===== src/rtl/sd_block_writer_if.sv =====
// rtl/sd_block_writer_if.sv - host request/status and SRAM-buffer signals of the SD block writer
interface sd_block_writer_if;
  logic        wr_req;
  logic [31:0] block_addr;
  logic        busy;
  logic        done;
  logic        error;
  logic [2:0]  err_code;
  logic [8:0]  din_addr;
  logic [7:0]  din;

  modport master (
    output wr_req, block_addr, din,
    input  busy, done, error, err_code, din_addr
  );

  modport slave (
    input  wr_req, block_addr, din,
    output busy, done, error, err_code, din_addr
  );
endinterface


===== src/rtl/sd_block_writer.sv =====
// rtl/sd_block_writer.sv - SPI-mode CMD24 single-block writer: command, 512 data bytes from SRAM,
// data-response check and busy wait, finishing with a done/error report.
module sd_block_writer #(
  parameter int CLK_DIV      = 2,
  parameter int R1_TIMEOUT   = 8,
  parameter int BUSY_TIMEOUT = 65535
) (
  input  logic             clk,
  input  logic             reset,
  sd_block_writer_if.slave bus,
  output logic             cs,
  output logic             sclk,
  output logic             mosi,
  input  logic             miso
);

  typedef enum logic [3:0] {
    S_IDLE, S_CMD, S_R1, S_GAP, S_TOKEN, S_DATA, S_CRC, S_RESP, S_BUSYW, S_TAIL, S_END
  } state_t;

  localparam int DW = (CLK_DIV > 1) ? $clog2(CLK_DIV) : 1;

  state_t      state, state_n;
  logic [9:0]  byte_cnt, byte_cnt_n;
  logic [15:0] poll_cnt, poll_cnt_n, poll_inc;
  logic [2:0]  err_code, err_n;
  logic        error_q, error_n;
  logic [8:0]  din_addr, addr_n;
  logic        cs_q, cs_n;
  logic [31:0] blk_addr, blk_n;

  logic [7:0]    tx_sr, rx_sr, tx_next;
  logic [2:0]    bit_cnt;
  logic [DW-1:0] div_cnt;
  logic          active, load, edge_tick, byte_end;

  assign edge_tick = (div_cnt == DW'(CLK_DIV - 1));
  assign byte_end  = active && edge_tick && sclk && (bit_cnt == 3'd7);
  assign poll_inc  = (poll_cnt == 16'hFFFF) ? poll_cnt : poll_cnt + 16'd1;

  assign cs           = cs_q;
  assign bus.busy     = (state != S_IDLE) && (state != S_END);
  assign bus.done     = (state == S_END);
  assign bus.error    = error_q;
  assign bus.err_code = err_code;
  assign bus.din_addr = din_addr;

  // Byte engine: a load restarts the byte immediately, so back-to-back bytes have no gap.
  always_ff @(posedge clk or posedge reset) begin
    if (reset) begin
      tx_sr   <= 8'hFF;
      rx_sr   <= 8'hFF;
      bit_cnt <= 3'd0;
      div_cnt <= '0;
      sclk    <= 1'b0;
      mosi    <= 1'b1;
      active  <= 1'b0;
    end else if (load) begin
      tx_sr   <= tx_next;
      mosi    <= tx_next[7];
      bit_cnt <= 3'd0;
      div_cnt <= '0;
      sclk    <= 1'b0;
      active  <= 1'b1;
    end else if (active) begin
      if (edge_tick) begin
        div_cnt <= '0;
        if (!sclk) begin
          sclk  <= 1'b1;
          rx_sr <= {rx_sr[6:0], miso};
        end else begin
          sclk <= 1'b0;
          if (bit_cnt == 3'd7) begin
            active <= 1'b0;
            mosi   <= 1'b1;
          end else begin
            bit_cnt <= bit_cnt + 3'd1;
            tx_sr   <= {tx_sr[6:0], 1'b0};
            mosi    <= tx_sr[6];
          end
        end
      end else begin
        div_cnt <= div_cnt + DW'(1);
      end
    end
  end

  always_ff @(posedge clk or posedge reset) begin
    if (reset) begin
      state    <= S_IDLE;
      byte_cnt <= 10'd0;
      poll_cnt <= 16'd0;
      err_code <= 3'd0;
      error_q  <= 1'b0;
      din_addr <= 9'd0;
      cs_q     <= 1'b1;
      blk_addr <= 32'd0;
    end else begin
      state    <= state_n;
      byte_cnt <= byte_cnt_n;
      poll_cnt <= poll_cnt_n;
      err_code <= err_n;
      error_q  <= error_n;
      din_addr <= addr_n;
      cs_q     <= cs_n;
      blk_addr <= blk_n;
    end
  end

  always_comb begin
    state_n    = state;
    byte_cnt_n = byte_cnt;
    poll_cnt_n = poll_cnt;
    err_n      = err_code;
    error_n    = error_q;
    addr_n     = din_addr;
    cs_n       = cs_q;
    blk_n      = blk_addr;
    load       = 1'b0;
    tx_next    = 8'hFF;
    case (state)
      S_IDLE: if (bus.wr_req) begin
        blk_n      = bus.block_addr;
        err_n      = 3'd0;
        error_n    = 1'b0;
        cs_n       = 1'b0;
        byte_cnt_n = 10'd0;
        load       = 1'b1;
        tx_next    = 8'h58;
        state_n    = S_CMD;
      end
      S_CMD: if (byte_end) begin
        load = 1'b1;
        if (byte_cnt == 10'd5) begin
          poll_cnt_n = 16'd1;
          state_n    = S_R1;
        end else begin
          byte_cnt_n = byte_cnt + 10'd1;
          case (byte_cnt[2:0])
            3'd0:    tx_next = blk_addr[31:24];
            3'd1:    tx_next = blk_addr[23:16];
            3'd2:    tx_next = blk_addr[15:8];
            3'd3:    tx_next = blk_addr[7:0];
            default: tx_next = 8'hFF;
          endcase
        end
      end
      S_R1: if (byte_end) begin
        load = 1'b1;
        if (rx_sr == 8'h00) begin
          state_n = S_GAP;
        end else if (rx_sr != 8'hFF) begin
          err_n   = 3'd2;
          state_n = S_TAIL;
        end else if (poll_cnt >= 16'(R1_TIMEOUT)) begin
          err_n   = 3'd1;
          state_n = S_TAIL;
        end else begin
          poll_cnt_n = poll_inc;
        end
      end
      S_GAP: if (byte_end) begin
        load    = 1'b1;
        tx_next = 8'hFE;
        addr_n  = 9'd0;
        state_n = S_TOKEN;
      end
      S_TOKEN: if (byte_end) begin
        load       = 1'b1;
        tx_next    = bus.din;
        addr_n     = 9'd1;
        byte_cnt_n = 10'd0;
        state_n    = S_DATA;
      end
      // din_addr runs one byte ahead of the byte on the wire so din has settled by the next load.
      S_DATA: if (byte_end) begin
        load = 1'b1;
        if (byte_cnt == 10'd511) begin
          byte_cnt_n = 10'd0;
          state_n    = S_CRC;
        end else begin
          byte_cnt_n = byte_cnt + 10'd1;
          tx_next    = bus.din;
          addr_n     = (din_addr == 9'd511) ? din_addr : din_addr + 9'd1;
        end
      end
      S_CRC: if (byte_end) begin
        load = 1'b1;
        if (byte_cnt == 10'd1) state_n = S_RESP;
        else                   byte_cnt_n = byte_cnt + 10'd1;
      end
      S_RESP: if (byte_end) begin
        load = 1'b1;
        if (rx_sr[4:0] == 5'h05) begin
          poll_cnt_n = 16'd1;
          state_n    = S_BUSYW;
        end else begin
          err_n   = 3'd3;
          state_n = S_TAIL;
        end
      end
      S_BUSYW: if (byte_end) begin
        load = 1'b1;
        if (rx_sr != 8'h00) begin
          state_n = S_TAIL;
        end else if (poll_cnt >= 16'(BUSY_TIMEOUT)) begin
          err_n   = 3'd4;
          state_n = S_TAIL;
        end else begin
          poll_cnt_n = poll_inc;
        end
      end
      S_TAIL: if (byte_end) begin
        cs_n    = 1'b1;
        error_n = (err_code != 3'd0);
        state_n = S_END;
      end
      S_END:   state_n = S_IDLE;
      default: state_n = S_IDLE;
    endcase
  end

endmodule


===== src/flat_wrapper.sv =====
// flat-port wrapper written by rule: the top's interface ports become plain ports
module sd_block_writer_flat 
#(
  parameter int CLK_DIV      = 2,
  parameter int R1_TIMEOUT   = 8,
  parameter int BUSY_TIMEOUT = 65535
)
  (clk, reset, cs, sclk, mosi, miso, bus_wr_req, bus_block_addr, bus_din, bus_busy, bus_done, bus_error, bus_err_code, bus_din_addr);
  sd_block_writer_if bus_i ();
  input  logic clk;
  input  logic reset;
  output logic cs;
  output logic sclk;
  output logic mosi;
  input  logic miso;
  input wire logic [$bits(bus_i.wr_req)-1:0] bus_wr_req;
  input wire logic [$bits(bus_i.block_addr)-1:0] bus_block_addr;
  input wire logic [$bits(bus_i.din)-1:0] bus_din;
  output wire logic [$bits(bus_i.busy)-1:0] bus_busy;
  output wire logic [$bits(bus_i.done)-1:0] bus_done;
  output wire logic [$bits(bus_i.error)-1:0] bus_error;
  output wire logic [$bits(bus_i.err_code)-1:0] bus_err_code;
  output wire logic [$bits(bus_i.din_addr)-1:0] bus_din_addr;
  assign bus_i.wr_req = bus_wr_req;
  assign bus_i.block_addr = bus_block_addr;
  assign bus_i.din = bus_din;
  assign bus_busy = bus_i.busy;
  assign bus_done = bus_i.done;
  assign bus_error = bus_i.error;
  assign bus_err_code = bus_i.err_code;
  assign bus_din_addr = bus_i.din_addr;
  sd_block_writer #(.CLK_DIV(CLK_DIV), .R1_TIMEOUT(R1_TIMEOUT), .BUSY_TIMEOUT(BUSY_TIMEOUT)) u_core (.clk(clk), .reset(reset), .bus(bus_i), .cs(cs), .sclk(sclk), .mosi(mosi), .miso(miso));
endmodule

===== config.mk =====
export PLATFORM = sky130hd
export DESIGN_NAME = sd_block_writer_flat
export DESIGN_NICKNAME = d
export VERILOG_FILES = /design/src/rtl/sd_block_writer_if.sv /design/src/rtl/sd_block_writer.sv /design/src/flat_wrapper.sv
export SDC_FILE = /design/constraint.sdc
export NUM_CORES = 1
export LEC_CHECK = 0
export ABC_CLOCK_PERIOD_IN_PS = 8370
export BUFFER_PORTS_ARGS = -buffer_cell sky130_fd_sc_hd__buf_2
export CAP_MARGIN = 5
export CORE_AREA = 2 2 109 122
export DETAILED_ROUTE_END_ITERATION = 12
export DIE_AREA = 0 0 111 124
export PLACE_DENSITY = 0.64
export SYNTH_ARGS = -nofsm -noshare
export SYNTH_HDL_FRONTEND = slang
export SYNTH_SLANG_ARGS = --single-unit

===== constraint.sdc =====
create_clock -name clk -period 8.37 [get_ports clk]
set_input_delay 0.837 -clock clk [delete_from_list [all_inputs] [get_ports clk]]
set_output_delay 0.837 -clock clk [all_outputs]
set_load 0.02 [all_outputs]

==> Word level (Yosys, flattened, before mapping) <==
Cells that the tools add are included.
{ "word_totals": {"output_inout_bits": 18, "word_cells": 208, "inputBits": 44, "register_bits": 98} }
{ "op_classes": {"order_cmp": 2, "reduce_logical": 30, "bitwise": 2, "eq_ne": 51, "mux": 103, "n_addsub": 5} }
{ "ops": {"columns": ["op", "count"], "rows": [
  ["two-way mux 16 bit", 12],
  ["two-way mux 10 bit", 8],
  ["two-way mux 4 bit", 18],
  ["case mux 16 bit (4 select lines)", 1],
  ["case mux 10 bit (5 select lines)", 1],
  ["two-way mux 8 bit", 6],
  ["two-way mux 3 bit", 15],
  ["two-way mux 9 bit", 5],
  ["case mux 4 bit (10 select lines)", 1],
  ["case mux 8 bit (5 select lines)", 1],
  ["two-way mux 7 bit", 5],
  ["case mux 8 bit (4 select lines)", 1],
  ["inequality test 2 x 1 -> 1 bit, second input constant", 15],
  ["case mux 9 bit (3 select lines)", 1],
  ["two-way mux 1 bit", 24],
  ["inequality test 2 bit, second input constant", 11],
  ["adder 16 x 1 -> 16 bit, second input constant", 1],
  ["== test 16 bit, second input constant", 1],
  ["== test 4 x 3 -> 1 bit, second input constant", 4],
  [">= comparator 16 bit, second input constant", 1],
  [">= comparator 16 x 4 -> 1 bit, second input constant", 1],
  ["AND reduction 15 bit", 1],
  ["== test 4 bit, second input constant", 3],
  ["case mux 3 bit (4 select lines)", 1],
  ["37 further kinds", 55]
]} }

==> Depth between registers and ports, before layout <==
Gate-level depths: netlist of the first run.
{ "logic_depth": {"word_depth": 7, "ltp_mapped": 11, "mapped_depth_nobuf": 10} }

==> Worst setup path after synthesis of the first run <==
OpenSTA, ideal clock, no wires.
{ "synth_path": {"kind": "reg-to-reg", "from": "reg u_core.bit_cnt[0]", "to": "reg u_core.byte_cnt[8]", "arrival_ps": 2402, "stages_incl_launch_ff": 9, "t_required_ps": 8275, "synth_period_minus_slack_ps": 2497, "setup_time_ps": 95, "setup_slack_ps": 5873, "n_path_buf": 1, "path_cell_list": "dfrtp_1 -> ha_1 -> ha_1 -> and4_1 -> clkbuf_1 -> nor3_1 -> or4_4 -> or4_1 -> o31ai_1"} }
{ "synth_between": {"elab_chain_len": 4, "elab_cells_between_ends": 7, "cone_classes": "eq/ne: 5; reduce/logical: 2"} }
{ "synth_rtl": {"columns": ["item", "line", "rtl"], "rows": [
  ["from (decl)", "sd_block_writer.sv:33", "logic [2:0] bit_cnt;"],
  ["from (signal assigned)", "sd_block_writer.sv:77", "bit_cnt <= bit_cnt + 3'd1;"],
  ["== test 3 bit *", "sd_block_writer.sv:38", "assign byte_end = active && edge_tick && sclk && (bit_cnt == 3'd7);"],
  ["logical AND 1 bit *", "sd_block_writer.sv:38", null],
  ["inequality test 2 x 1 -> 1 bit (no line)", null, null],
  ["AND reduction 8 bit (no line) *", null, null],
  ["to (signal assigned)", "sd_block_writer.sv:100", "byte_cnt <= byte_cnt_n;"],
  ["to (decl)", "sd_block_writer.sv:24", "logic [9:0] byte_cnt, byte_cnt_n;"]
]} }
Mark *: on every way between the ends. The rest lies on a longest branch, timed or not.
A chain may end at the register's enable or synchronous reset.

==> Worst setup path after layout of the first run <==
{ "layout_path": {"from": "reg u_core.state[0]", "to": "reg u_core.poll_cnt[10]"} }
{ "layout_between": {"elab_chain_len": 3, "elab_cells_between_ends": 18, "cone_classes": "eq/ne: 15; mux: 1; reduce/logical: 2"} }
{ "layout_rtl": {"columns": ["item", "line", "rtl"], "rows": [
  ["from (decl)", "sd_block_writer.sv:23", "state_t state, state_n;"],
  ["from (signal assigned)", "sd_block_writer.sv:99", "state <= state_n;"],
  ["== test 4 bit (tied with other cells)", "sd_block_writer.sv:121", "case (state)"],
  ["inequality test 2 bit (no line) (tied with other cells)", null, null],
  ["AND reduction 12 bit (no line)", null, null],
  ["to (signal assigned)", "sd_block_writer.sv:101", "poll_cnt <= poll_cnt_n;"],
  ["to (decl)", "sd_block_writer.sv:25", "logic [15:0] poll_cnt, poll_cnt_n, poll_inc;"]
]} }
Parallel ways exist; a longest one is shown, timed or not.

==> results by stage, run 1 <==
Outcome:
- The run finished with clean final reports.

STA:
- The relative slew slack is 37.4%.
- Subtracting the final worst setup slack from the clock period gives 3.51 ns.
- The final max-slew violation count is 0.
- The measured slew at the worst slew-check pin is roughly 0.94 ns.
- The count of endpoints failing setup in the final report is 0.
- The upper clock frequency limit is 285 MHz.
- Setup repair after global routing left no endpoint under its margin.
- The setup TNS is 0 ns.
- Clock skew on the completed layout was measured at between 0.01 and 0.015 ns.
- The number of hold-slack violations in the final timing report is 0.
- The final worst-path cycle share is a little over two fifths.

Cells and area:
- The net count reported at finish is 670.
- The ratio of cells with drive above 1 in the final layout is about a quarter.
- The multi-input combinational cells in the finished layout cover a total of 2890 um2.
- Leaving out fill and tap cells, the most frequent cell in the layout is sky130_fd_sc_hd__dfrtp_1.
- Compared with the post-synthesis result, the final layout area differs by 12.9%.
- The repair_antennas step left the layout with diodes totalling 0.
- After filler insertion, the fill cell instance count of the layout stands at approximately 1,200.
- Leaving out fill and tap cells, the most frequent cells in the layout are sky130_fd_sc_hd__dfrtp_1, sky130_fd_sc_hd__buf_2, sky130_fd_sc_hd__nand2_1, sky130_fd_sc_hd__mux2_2, sky130_fd_sc_hd__a21oi_1.
- The area used by sequential logic in the layout is roughly 2500 um2.
- Once layout is complete, the utilization of the core stands at 50.3%.

CTS:
- The cell sitting at the root of the clock tree is a sky130_fd_sc_hd__clkbuf_16.
- The clock latency reported for the late side of the worst-skew pair is 0.36 ns.
- The number of clock sinks is 98.
- The H-tree depth is 3.
- Counting the buffers created by CTS gives 9.
- After clock tree synthesis, the setup repair step added 0 buffers.
- In this run the deepest clock path goes through 2 buffers.
- The clock-pin slew on the worst setup and hold paths is 0.08 ns.
- The clock tree from TritonCTS is yes.
- The hold buffer count at CTS is 0.
- Gates resized during post-CTS repair numbered 0.

Logic synthesis:
- Synthesis instantiated 72 different standard cells from the library.
- The flop and latch count out of synthesis is 98.
- In this run the mean area of a mapped cell was ~9.7 um2.
- Counting every net in the synthesized netlist gives 628.
- The sequential area share after synthesis is 44.7%.
- In this run the cell area of the synthesized design comes to 5540 um2.
- In this run, synthesis inferred 0 flip-flops with an integrated enable.
- Synthesis handed over a netlist of 573 instances.
- Of all cell types, the one taking the most synthesized area is sky130_fd_sc_hd__dfrtp_1.
- The commonest register cell after synthesis is sky130_fd_sc_hd__dfrtp_1.
- The share of synthesized registers carrying an async set or reset is 100%.
- Yosys attributes the largest share of cell area to sky130_fd_sc_hd__dfrtp_1, sky130_fd_sc_hd__mux2_2, sky130_fd_sc_hd__dfstp_2, sky130_fd_sc_hd__a21oi_1, sky130_fd_sc_hd__nand2_1.
- Summed over its instances, the top area cell type makes up 36.6% of the synthesized netlist area.
- The synthesis warning total is 0.

Setup path:
- The highest cell delay on the worst timing path is around 0.94 ns.
- The critical path goes through nor4b_1, and4_1, o311a_1, nand2_1, nor2_1, a21oi_1.
- The end of the worst register-to-register path is u_core.poll_cnt[10].
- Tracing the worst setup path back leads to its startpoint at u_core.state[0].
- Measured in cells, the most critical reg-to-reg path has a length of 6.
- The largest driver fanout on the critical path is 34.
- The total stage count of the critical path is 6.
- The last element of the critical path is u_core.poll_cnt[10].
- STA classifies the critical path endpoint as a flip-flop.
- The critical path startpoint category is a flip-flop.
- Broken down by cell family, the worst path's largest delay share belongs to simple AND/OR/NAND/NOR gates.
- The critical path is of the reg -> reg type.
- In this run the critical register-to-register path is launched from u_core.state[0].
- On the critical path, the stage with the largest delay is an instance of sky130_fd_sc_hd__dfrtp_1.
- The buffer and inverter count on the worst path is 0.
- The signal arrival time at the worst endpoint is around 3.7 ns.
- The register-to-register setup slack is between 4 and 5 ns.
- The required arrival time at the worst endpoint is roughly 8.6 ns.

Min path:
- The class of the tightest hold or removal check is reg -> reg.

Floorplan:
- The area enclosed by the die boundary is 13,800 um2.
- The initial core utilization is 44.6%.
- The number of standard-cell rows in the floorplan is 43.
- During I/O placement, the number of pins put on the boundary was 62.
- The floorplan step defined a core boundary enclosing roughly 12,000 um2.
- The chip width is approximately 110 um.
- The height of the chip is about 120 um.

Global routing:
- The first global-routing pass estimated 21,600 um of wire.
- The initial antenna violation count is 0.
- Entering global routing, the biggest net connects 61 pins.
- The remaining global-route overflow is 0.
- Across every metal layer, demand over resource in global routing totals 19.5%.
- The via count of the first global-routing pass came to approximately 4,300.

Drt:
- The wire length after detailed routing is 13,300 um.
- The first detailed-routing pass ran for 5 iterations.
- The via count is 4,678.
- The detailed-route DRC error count is 0.
- In the routed layout, each cell is associated on average with a via count of about 6.
- The detailed router finished its first iteration with 343 violations.
- The average wire per cell in the routed design is approximately 17 um.
- Once detail routing completed, the nets flagged for antenna violations numbered 0.

Placed design:
- The final weighted congestion in routability-driven placement is 0.836.
- The quantity of I/O buffers inserted on ports is 61.
- The detailed placer's ending HPWL is 9470 um.

Job:
- The max-capacitance violation count is 0.

Pwr:
- The worst-case IR drop observed on VDD is about 0.12 mV.
- The leakage power total is 2.75 nW.
- Dividing total power by cell area gives a power density of 297 nW/um2.
per-stage QoR:
step / hold WS [ns] / total power [mW] / worst slack [ns] / cell area (um2) / cells
after detailed placement: 0.478 / 1.42 / 4.90 / 5930 / 761
final: 0.490 / 1.86 / 4.86 / 6250 / 777
after global placement: 0.469 / 1.39 / 5.11 / 5930 / 761
after global routing: 0.501 / 1.99 / 4.45 / 6250 / 777
after CTS: 0.489 / 1.87 / 4.93 / 6250 / 777
after floorplan: 0.458 / 1.25 / 5.00 / 5540 / 573
cells by family (layout without fill, tap and decap cells):
group	count (synthesis)	in the layout	share of synthesized area, %
flops	98	98	44.7
simple gates	222	222	22.4
buf+inv	45	92	3.19
xor+xnor	9	9	1.42
fa+ha+maj	11	11	2.48
compound gates	144	144	16.9
mux	44	44	8.90
cells in the mapped netlist, drive strengths merged, types with 5 or more instances:
master / n
dfrtp: 81
a21oi: 42
mux2: 42
nand2: 42
nor2: 39
o21ai: 34
nand3: 27
clkbuf: 20
nor3: 19
dfstp: 17
nor4: 14
buf: 13
inv: 12
nand4: 12
o31ai: 12
ha: 11
or3: 10
or4: 10
a211oi: 9
nor2b: 9
a22oi: 8
a31oi: 6
and3: 6
nand2b: 6
and4: 5
xnor2: 5
power breakdown:
part | total (mW) | internal [mW] | switching [mW]
Combinational | 0.672 | 0.274 | 0.398
Clock | 0.442 | 0.241 | 0.201
Sequential | 0.744 | 0.598 | 0.146
state kept, by name, indices dropped and copies added, names as in the netlist:
signal and count:
u_core.bit_cnt 3, u_core.state 4, u_core.bus.err_code 3, u_core.cs 1, u_core.byte_cnt 10, u_core.rx_sr 8, u_core.poll_cnt 16, u_core.mosi 1
u_core.bus.din_addr 9, u_core.sclk 1, u_core.tx_sr 7, u_core.blk_addr 32, u_core.active 1, u_core.div_cnt 1, u_core.bus.error 1
worst min-delay path by stage:
stage                               start               to  cells after the start
after floorplan           u_core.tx_sr[4]  u_core.tx_sr[4]                      2
after global routing      u_core.tx_sr[5]  u_core.tx_sr[5]                      2
after global placement    u_core.tx_sr[5]  u_core.tx_sr[5]                      2
after CTS                 u_core.tx_sr[5]  u_core.tx_sr[5]                      2
after detailed placement  u_core.tx_sr[5]  u_core.tx_sr[5]                      2
final                     u_core.tx_sr[5]  u_core.tx_sr[5]                      2
cell type report:
class | count | area share [%]
Sequential cell | 98 | 39.6
Timing Repair Buffer | 64 | 5.24
Tap cell | 157 | 3.14
Multi-Input combinational cell | 430 | 46.2
Clock inverter | 7 | 1.50
Clock buffer | 9 | 3.60
Inverter | 12 | 0.760
worst reg2reg max path, stage by stage (launching register included):
cell	delay, ns
sky130_fd_sc_hd__dfrtp_1	0.94
sky130_fd_sc_hd__nor4b_1	0.41
sky130_fd_sc_hd__and4_1	0.40
sky130_fd_sc_hd__o311a_1	0.22
sky130_fd_sc_hd__nand2_1	0.47
sky130_fd_sc_hd__nor2_1	0.82
sky130_fd_sc_hd__a21oi_1	0.11
per-layer routing:
layer / GRT usage (%) / up-vias / wire length (um)
met5: 0 / - / 0
met4: 6.80 / 0 / 178
met3: 3.65 / 14 / 563
met2: 32.2 / 131 / 6610
met1: 26.0 / 2292 / 5950
li1: - / 2241 / -
Note: power is estimated with default switching activity, not from simulation.
==> run 2, diff against run 1 <==
- ABC_AREA: default -> 1
- ABC_CLOCK_PERIOD_IN_PS: 8370 -> 3600
- CORE_AREA: 2 2 109 122 -> 2 2 116 129
- DIE_AREA: 0 0 111 124 -> 0 0 118 131
- PLACE_DENSITY: 0.64 -> 0.63
- clock period: 8.37 -> 3.6 ns (I/O delays scaled with it)
==> run 2 against run 1 <==
  * Clock power grew 130%
  * Cell count grew 43%
  * Combinational power grew to 3.4 times the previous value
  * Register-to-register slack lost 3.7 ns
==> results by stage, run 2 <==
Drt:
- After detailed routing, the total wire length is 14,400 um.
- After detailed routing, the average wire length per cell comes to 12.9 um.
- Across all layers, the routed design uses 5,527 vias.
- The post-detailed-route count of antenna-violating nets is 0.
- The first routing iteration left 291 violations.
- The detailed-route DRC error count is 0.
- The post-detailed-route via-to-cell ratio is 4.96.
- The first-pass iteration count of the detailed router is 5.

Logic synthesis:
- The flop and latch count out of synthesis is 98.
- The distinct cell type count of the synthesized netlist is 42.
- In this run, synthesis inferred 0 flip-flops with an integrated enable.
- After synthesis, the mean cell area works out to between 7 and 8 um2.
- The synthesis warning total is 0.
- Ranked by instance count, the synthesized netlist is headed by sky130_fd_sc_hd__nand2_1, sky130_fd_sc_hd__nand3_1, sky130_fd_sc_hd__dfrtp_1.
- The sequential area share after synthesis is 39.7%.
- Sorting the synthesized cells by area gives the leading types as sky130_fd_sc_hd__dfrtp_1, sky130_fd_sc_hd__nand2_1, sky130_fd_sc_hd__nand3_1, sky130_fd_sc_hd__dfstp_2, sky130_fd_sc_hd__nor2_1.
- The most common cell in the synthesized netlist is sky130_fd_sc_hd__nand2_1.
- The commonest register cell after synthesis is sky130_fd_sc_hd__dfrtp_1.
- The share of synthesized registers carrying an async set or reset is 100%.
- When the netlist entered floorplanning its net count stood at 923.
- The top cell type by total area after synthesis is sky130_fd_sc_hd__dfrtp_1.
- The fraction of synthesized cell area taken by the top area cell type is 32.6%.
- Summing every instance area after synthesis gives between 6000 and 7000 um2.
- Synthesis produced 868 cells.

Floorplan:
- The die covers 15,500 um2.
- The floorplan step set the die width to 118 um.
- The initial utilization of the core area, before any placement, comes to 43.8%.
- The total area inside the core boundary comes to 14,200 um2.
- The height of the chip is 131 um.
- The top-level port count is 62.
- After floorplanning, the core was divided into 46 placement rows.

CTS:
- TritonCTS built the clock tree.
- The CTS root buffer is sky130_fd_sc_hd__clkbuf_16.
- The H-tree was split into 3 levels.
- The number of buffers added for setup after CTS is 0.
- The clock latency reported for the late side of the worst-skew pair is roughly 0.36 ns.
- The maximum root-to-sink buffer count is 2.
- The number of clock buffers added by TritonCTS is 9.
- After clock tree synthesis, the clock-pin slew on the worst setup and hold paths is 0.07 ns.
- The total of cells resized after clock tree synthesis is 0.
- Hold repair after CTS inserted 0 buffers.
- Clock tree synthesis found a total of 98 sinks.

Setup path:
- The endpoint type of the worst setup path is a flip-flop.
- The kind of critical path is reg -> reg.
- The critical path starts at u_core.state[1].
- The worst register-to-register path ends at u_core.tx_sr[2].
- STA classifies the critical path startpoint as a flip-flop.
- The last element of the critical path is u_core.tx_sr[2].
- Setup slack on the worst reg-to-reg path comes out at approximately 1.2 ns.
- The startpoint identified for the worst register-to-register timing path is u_core.state[1].
- At the worst endpoint, the required time is between 3 and 4 ns.
- At the worst endpoint, the arrival time is 2.74 ns.
- In this run the worst path has a maximum fanout of 14.
- The worst register-to-register path has a depth of 11.

STA:
- The worst hold slack after final layout is 0.117 ns.
- The number of hold-slack violations in the final timing report came to 0.
- Setup repair after global routing left no endpoint under its margin.
- The measured slew at the worst slew-check pin is 0.780 ns.
- The setup TNS is 0 ns.
- Headroom to the max-slew limit came out at 47.9%.
- Setup violations remaining at the end of the flow were counted as 0.
- Between clock sinks in the finished design, the worst skew comes to about 0.0096 ns.
- The final period demand of the worst path is 2.44 ns.
- The final worst-path cycle share is 67.7%.
- Timing would allow up to 410 MHz.
- The final max-slew violation count is 0.

Placed design:
- The standard cell area after detailed placement is about 6600 um2.
- Port buffering added just over 60 buffers.
- The congestion estimate from routability-driven global placement came to ~0.87.
- The detailed placer's ending HPWL is 10,300 um.

Cells and area:
- The largest registers in the layout are u_core.blk_addr x32, u_core.poll_cnt x16, u_core.byte_cnt x10.
- The number of antenna repair diodes is 0.
- In the layout the commonest cells are sky130_fd_sc_hd__nand2_1, sky130_fd_sc_hd__nand3_1, sky130_fd_sc_hd__dfrtp_1, sky130_fd_sc_hd__nor2_1, sky130_fd_sc_hd__buf_2.
- The register with the most flip-flops in the layout has 32 of them.
- The area added between synthesis and finish is 11.4%.
- The leading cell type in the layout, fill and taps excluded is sky130_fd_sc_hd__nand2_1.
- The ratio of cells with drive above 1 in the final layout is 17.0%.
- The net count reported at finish is 972.
- The number of fillers in the final layout is around 1,500.
- Counting flops per register, the top entry is u_core.blk_addr.
- With fillers left out, the area of the finished cells amounts to ~6900 um2.

Outcome:
- The run finished with clean final reports.

Global routing:
- Global routing used 19.9% of the available tracks.
- The via count of the first global-routing pass is roughly 5,300.
- The first global-routing pass estimated 25,000 um of wire.
- Summed over all layers, the global routing overflow is 0.
- The initial antenna violation count is 0.
- Entering global routing, the biggest net connects just under 100 pins.

Pwr:
- Dividing total power by cell area gives a power density of between 700 and 800 nW/um2.
- Across the VDD grid, the largest voltage drop is 0.331 mV.
- The leakage power total is 3.50 nW.

Job:
- Max-cap violations in this run came to 0.

Min path:
- The class of the tightest hold or removal check is in -> async.
==> run 2: cell count changes after synthesis, moves of 13 or more <==
cell,change
sky130_fd_sc_hd__a21oi_1,-33
sky130_fd_sc_hd__clkbuf_1,-13
sky130_fd_sc_hd__inv_1,+42
sky130_fd_sc_hd__mux2_2,-42
sky130_fd_sc_hd__nand2_1,+302
sky130_fd_sc_hd__nand2_2,+15
sky130_fd_sc_hd__nand3_1,+68
sky130_fd_sc_hd__nor2_1,+34
sky130_fd_sc_hd__nor4_1,-14
==> run 2: worst min path at each step <==
stage	slack, ns	endpoint
4_1_cts	0.15	u_core.sclk
5_1_grt	0.20	u_core.div_cnt
3_5_place_dp	0.45	u_core.rx_sr[7]
6_report	0.12	u_core.sclk
3_3_place_gp	0.45	u_core.tx_sr[5]
2_1_floorplan	0.44	u_core.tx_sr[6]
==> run 2: per-stage QoR <==
step                setup WS, ns  power [mW]  cells  utilization (%)
floorplan                  0.706        3.60    868                -
finish                      1.16        5.03   1114             48.8
global placement            1.19        4.03   1098             46.6
global route               0.842        5.51   1114             48.8
CTS                         1.18        5.07   1114             48.8
detailed placement          1.20        4.04   1098             46.6
==> run 2: final cells by class <==
cell class	instances	area (um2)	share of cell area, %
Clock buffer	9	225	3.25
Clock inverter	7	83.8	1.21
Inverter	63	239	3.45
Multi-Input combinational cell	682	3340	48.2
Sequential cell	98	2470	35.7
Tap cell	192	240	3.46
Timing Repair Buffer	63	333	4.80
==> run 2: logic make-up after synthesis <==
| kind of cell | share of synthesized area [%] |
|---|---|
| AO/OA/AOI/OAI | 5.11 |
| XOR/XNOR | 2.81 |
| adder cells (fa/ha/maj) | 2.21 |
| buffers and inverters | 6.57 |
| flip-flops | 39.7 |
| AND/OR/NAND/NOR | 43.6 |
==> run 2: critical path: stages, from the launching register on <==
cell	delay [ns]
sky130_fd_sc_hd__dfrtp_1	0.48
sky130_fd_sc_hd__inv_2	0.16
sky130_fd_sc_hd__nand2_1	0.14
sky130_fd_sc_hd__nor2_2	0.49
sky130_fd_sc_hd__inv_1	0.37
sky130_fd_sc_hd__nor2_1	0.27
sky130_fd_sc_hd__nor2_1	0.11
sky130_fd_sc_hd__nand3_1	0.11
sky130_fd_sc_hd__nand2_1	0.06
sky130_fd_sc_hd__nand2_1	0.05
sky130_fd_sc_hd__nand2_1	0.06
sky130_fd_sc_hd__nand2_1	0.09
==> run 2: power by group <==
group	total (mW)	switching (mW)	internal, mW
clock	1.02	0.470	0.553
sequential	1.75	0.267	1.48
combinational	2.26	1.56	0.702
==> run 2: routing by layer <==
metal,vias up,track usage (%),wire [um]
met5,-,0,0
met4,0,8.58,301
met3,19,2.39,476
met2,96,32.8,6600
met1,2543,26.8,7000
li1,2869,-,-
==> run 3, diff against run 2 <==
- ABC_CLOCK_PERIOD_IN_PS: 3600 -> 2140
- PLACE_DENSITY: 0.63 -> 0.66
- clock period: 3.6 -> 2.14 ns (I/O delays scaled with it)
==> run 3 against run 2 <==
  * Combinational power up 84%
  * Register-to-register slack worse by 0.97 ns
  * Via count grew 1.8%
  * Non-clock buffer count grew 24
  * Wire length is 0.63% higher
  * Critical path type is now reg -> out
==> results by stage, run 3 (same netlist as run 2, synthesis figures left out) <==
Outcome:
- The run finished with clean final reports.

Pwr:
- VDD sags by at most 0.843 mV.
- Dividing total power by cell area gives a power density of 1220 nW/um2.
- The power consumption is between 8 and 9 mW.
- The leakage power total is 3.64 nW.

STA:
- The worst setup margin is 0.181 ns.
- The final critical path takes up 91.6% of the cycle.
- The clock skew is approximately 0.011 ns.
- The relative slew slack is 64.3%.
- Based on the critical path, the design can be clocked at up to 510 MHz.
- The measured slew at the worst slew-check pin is 0.535 ns.
- Summed over all failing endpoints, the final setup total negative slack is 0 ns.
- Setup repair after global routing left no endpoint under its margin.
- The final max-slew violation count is 0.
- The count of endpoints failing setup in the final report is 0.
- After layout, the minimum clock period comes to 1.96 ns.
- The number of hold-slack violations in the final timing report was 0.

Setup path:
- The endpoint type of the worst setup path is an output pin.
- The register-to-register setup slack is 0.19 ns.
- The number of cell instances on the worst register-to-register path is 8.
- The critical path startpoint category is a flip-flop.
- The required arrival time at the worst endpoint is 1.93 ns.
- Data on the critical path arrives at its endpoint at approximately 1.8 ns.
- The kind of critical path is reg -> out.
- The last element of the critical path is bus_busy.
- The worst register-to-register path begins at u_core.bit_cnt[0].
- Of all nets on the critical path, the largest fanout is 5.
- The worst register-to-register path ends at u_core.bus.din_addr[3].
- Tracing the worst setup path back leads to its startpoint at u_core.state[3].

CTS:
- Counting along the longest clock path gives a buffer depth of 2.
- The clock-pin slew on the worst setup and hold paths is 0.07 ns.
- The clock latency reported for the late side of the worst-skew pair is 0.36 ns.
- TritonCTS created 9 clock buffers.
- The H-tree was split into 3 levels.
- The number of clock sinks is 98.
- The clock tree from TritonCTS is yes.
- CTS placed an instance of sky130_fd_sc_hd__clkbuf_16 at the clock tree root.

Cells and area:
- Leaving out fill and tap cells, the most frequent cell in the layout is sky130_fd_sc_hd__nand2_1.
- Summing all non-filler instances in the final layout gives an area of 7170 um2.
- The area growth from synthesis to layout is 15.2%.
- The top cell types in the final layout, fill and taps aside, are sky130_fd_sc_hd__nand2_1, sky130_fd_sc_hd__nand3_1, sky130_fd_sc_hd__dfrtp_1, sky130_fd_sc_hd__nor2_1, sky130_fd_sc_hd__buf_2.
- The net count reported at finish is 996.
- The number of fillers in the final layout is roughly 1,400.
- The number of flip-flops in the largest register is 32.
- The largest registers in the layout are u_core.blk_addr x32, u_core.poll_cnt x16, u_core.byte_cnt x10.
- The ratio of cells with drive above 1 in the final layout is about a fifth.
- More flip-flops sit in one register than any other, and that register is u_core.blk_addr.

Min path:
- The class of the tightest hold or removal check is in -> reg.

Floorplan:
- From left edge to right edge, the die measures 118 um.
- The initial core utilization is 43.8%.
- The floorplan step set the die height to 131 um.
- The top-level port count is 62.
- The floorplan has 46 rows.
- The floorplan step defined a core boundary enclosing 14,200 um2.
- The die covers ~15,000 um2.

Global routing:
- The global router's overall resource usage is 19.9%.
- After global routing the overflow that remains totals 0.
- The initial antenna violation count is 1.
- The largest net degree at the start of global routing is 36.
- The via count of the first global-routing pass is 5,250.
- The first global-routing pass estimated 24,800 um of wire.

Drt:
- For this run, design rule violations remaining after detail routing come to 0.
- The average wire per cell in the routed design is ~13 um.
- The number of design-rule violations left by the first detailed-router iteration is 287.
- In the routed layout, each cell is associated on average with a via count of 4.94.
- The via count is 5,629.
- The wire length after detailed routing is roughly 14,000 um.
- Before antenna repair, the detailed router went through 5 iterations.
- The count of nets left with antenna violations once routing finished came out at 0.

Placed design:
- The detailed placer's ending HPWL is 10,700 um.
- Routability-driven placement finished with a final weighted congestion of 0.912.
- The quantity of I/O buffers inserted on ports is between 60 and 70.
- OpenSTA, run right after detailed placement, puts the worst setup slack at 0.108 ns.
- The standard cell area after detailed placement is slightly below 7000 um2.

Job:
- The max-capacitance violation count is 0.
run 3: worst min-delay path by stage:
stage                                   endpoint          startpoint  slack [ns]  cells past startpoint
after floorplan                  u_core.rx_sr[0]                miso        0.33                      2
after detailed placement  u_core.bus.din_addr[3]               reset        0.28                      2
after CTS                    u_core.blk_addr[30]  bus_block_addr[30]        0.04                      3
after global placement    u_core.bus.din_addr[4]               reset        0.29                      2
after global routing         u_core.blk_addr[22]  bus_block_addr[22]        0.06                      3
final                        u_core.blk_addr[30]  bus_block_addr[30]        0.05                      3
run 3: where the power goes:
group          leakage, nW  total [mW]  switching, mW  internal, mW
logic                 2.25        4.15           2.71          1.43
registers             1.24        2.90          0.412          2.49
clock network        0.146        1.71          0.761         0.951
total                 3.64        8.76           3.88          4.88
run 3: stage by stage:
stage	cells	util (%)	hold WS [ns]
CTS	1138	50.3	0.0370
global placement	1121	48.0	0.285
floorplan	868	-	0.326
detailed placement	1121	48.0	0.285
finish	1139	50.4	0.0503
global route	1139	50.4	0.0559
run 3: final cells by class:
cell class / count / area (um2) / area share [%]
clock inverter: 6 / 71.3 / 0.994
multi-input combinational: 682 / 3360 / 46.9
inverter: 63 / 243 / 3.38
clock buffer: 10 / 239 / 3.33
timing repair buffer: 87 / 541 / 7.54
antenna: 1 / 2.50 / 0.0349
sequential: 98 / 2470 / 34.5
tap: 192 / 240 / 3.35
run 3: what timing repair did:
| action | in CTS | in global routing |
|---|---|---|
| setup buffers | 0 | 0 |
| endpoints found under the hold margin | 18 | 0 |
| hold buffers | 1 | 0 |
| setup endpoints to repair | 0 | 21 |
| resized for setup | 0 | 6 |
run 3: per-layer routing:
metal	global-route usage, %	vias to the layer above	part of all wire (%)
met5	0	-	0
li1	-	2929	-
met2	33.1	123	47
met3	2.86	21	4.6
met1	26.2	2556	47
met4	8.50	0	2.0
run 3: worst max-delay path, cell delays in order (launching register included):
cell	delay (ns)
sky130_fd_sc_hd__dfrtp_1	0.54
sky130_fd_sc_hd__inv_2	0.11
sky130_fd_sc_hd__nor2_1	0.15
sky130_fd_sc_hd__inv_1	0.10
sky130_fd_sc_hd__nor2_1	0.20
sky130_fd_sc_hd__a21oi_1	0.10
sky130_fd_sc_hd__buf_2	0.18
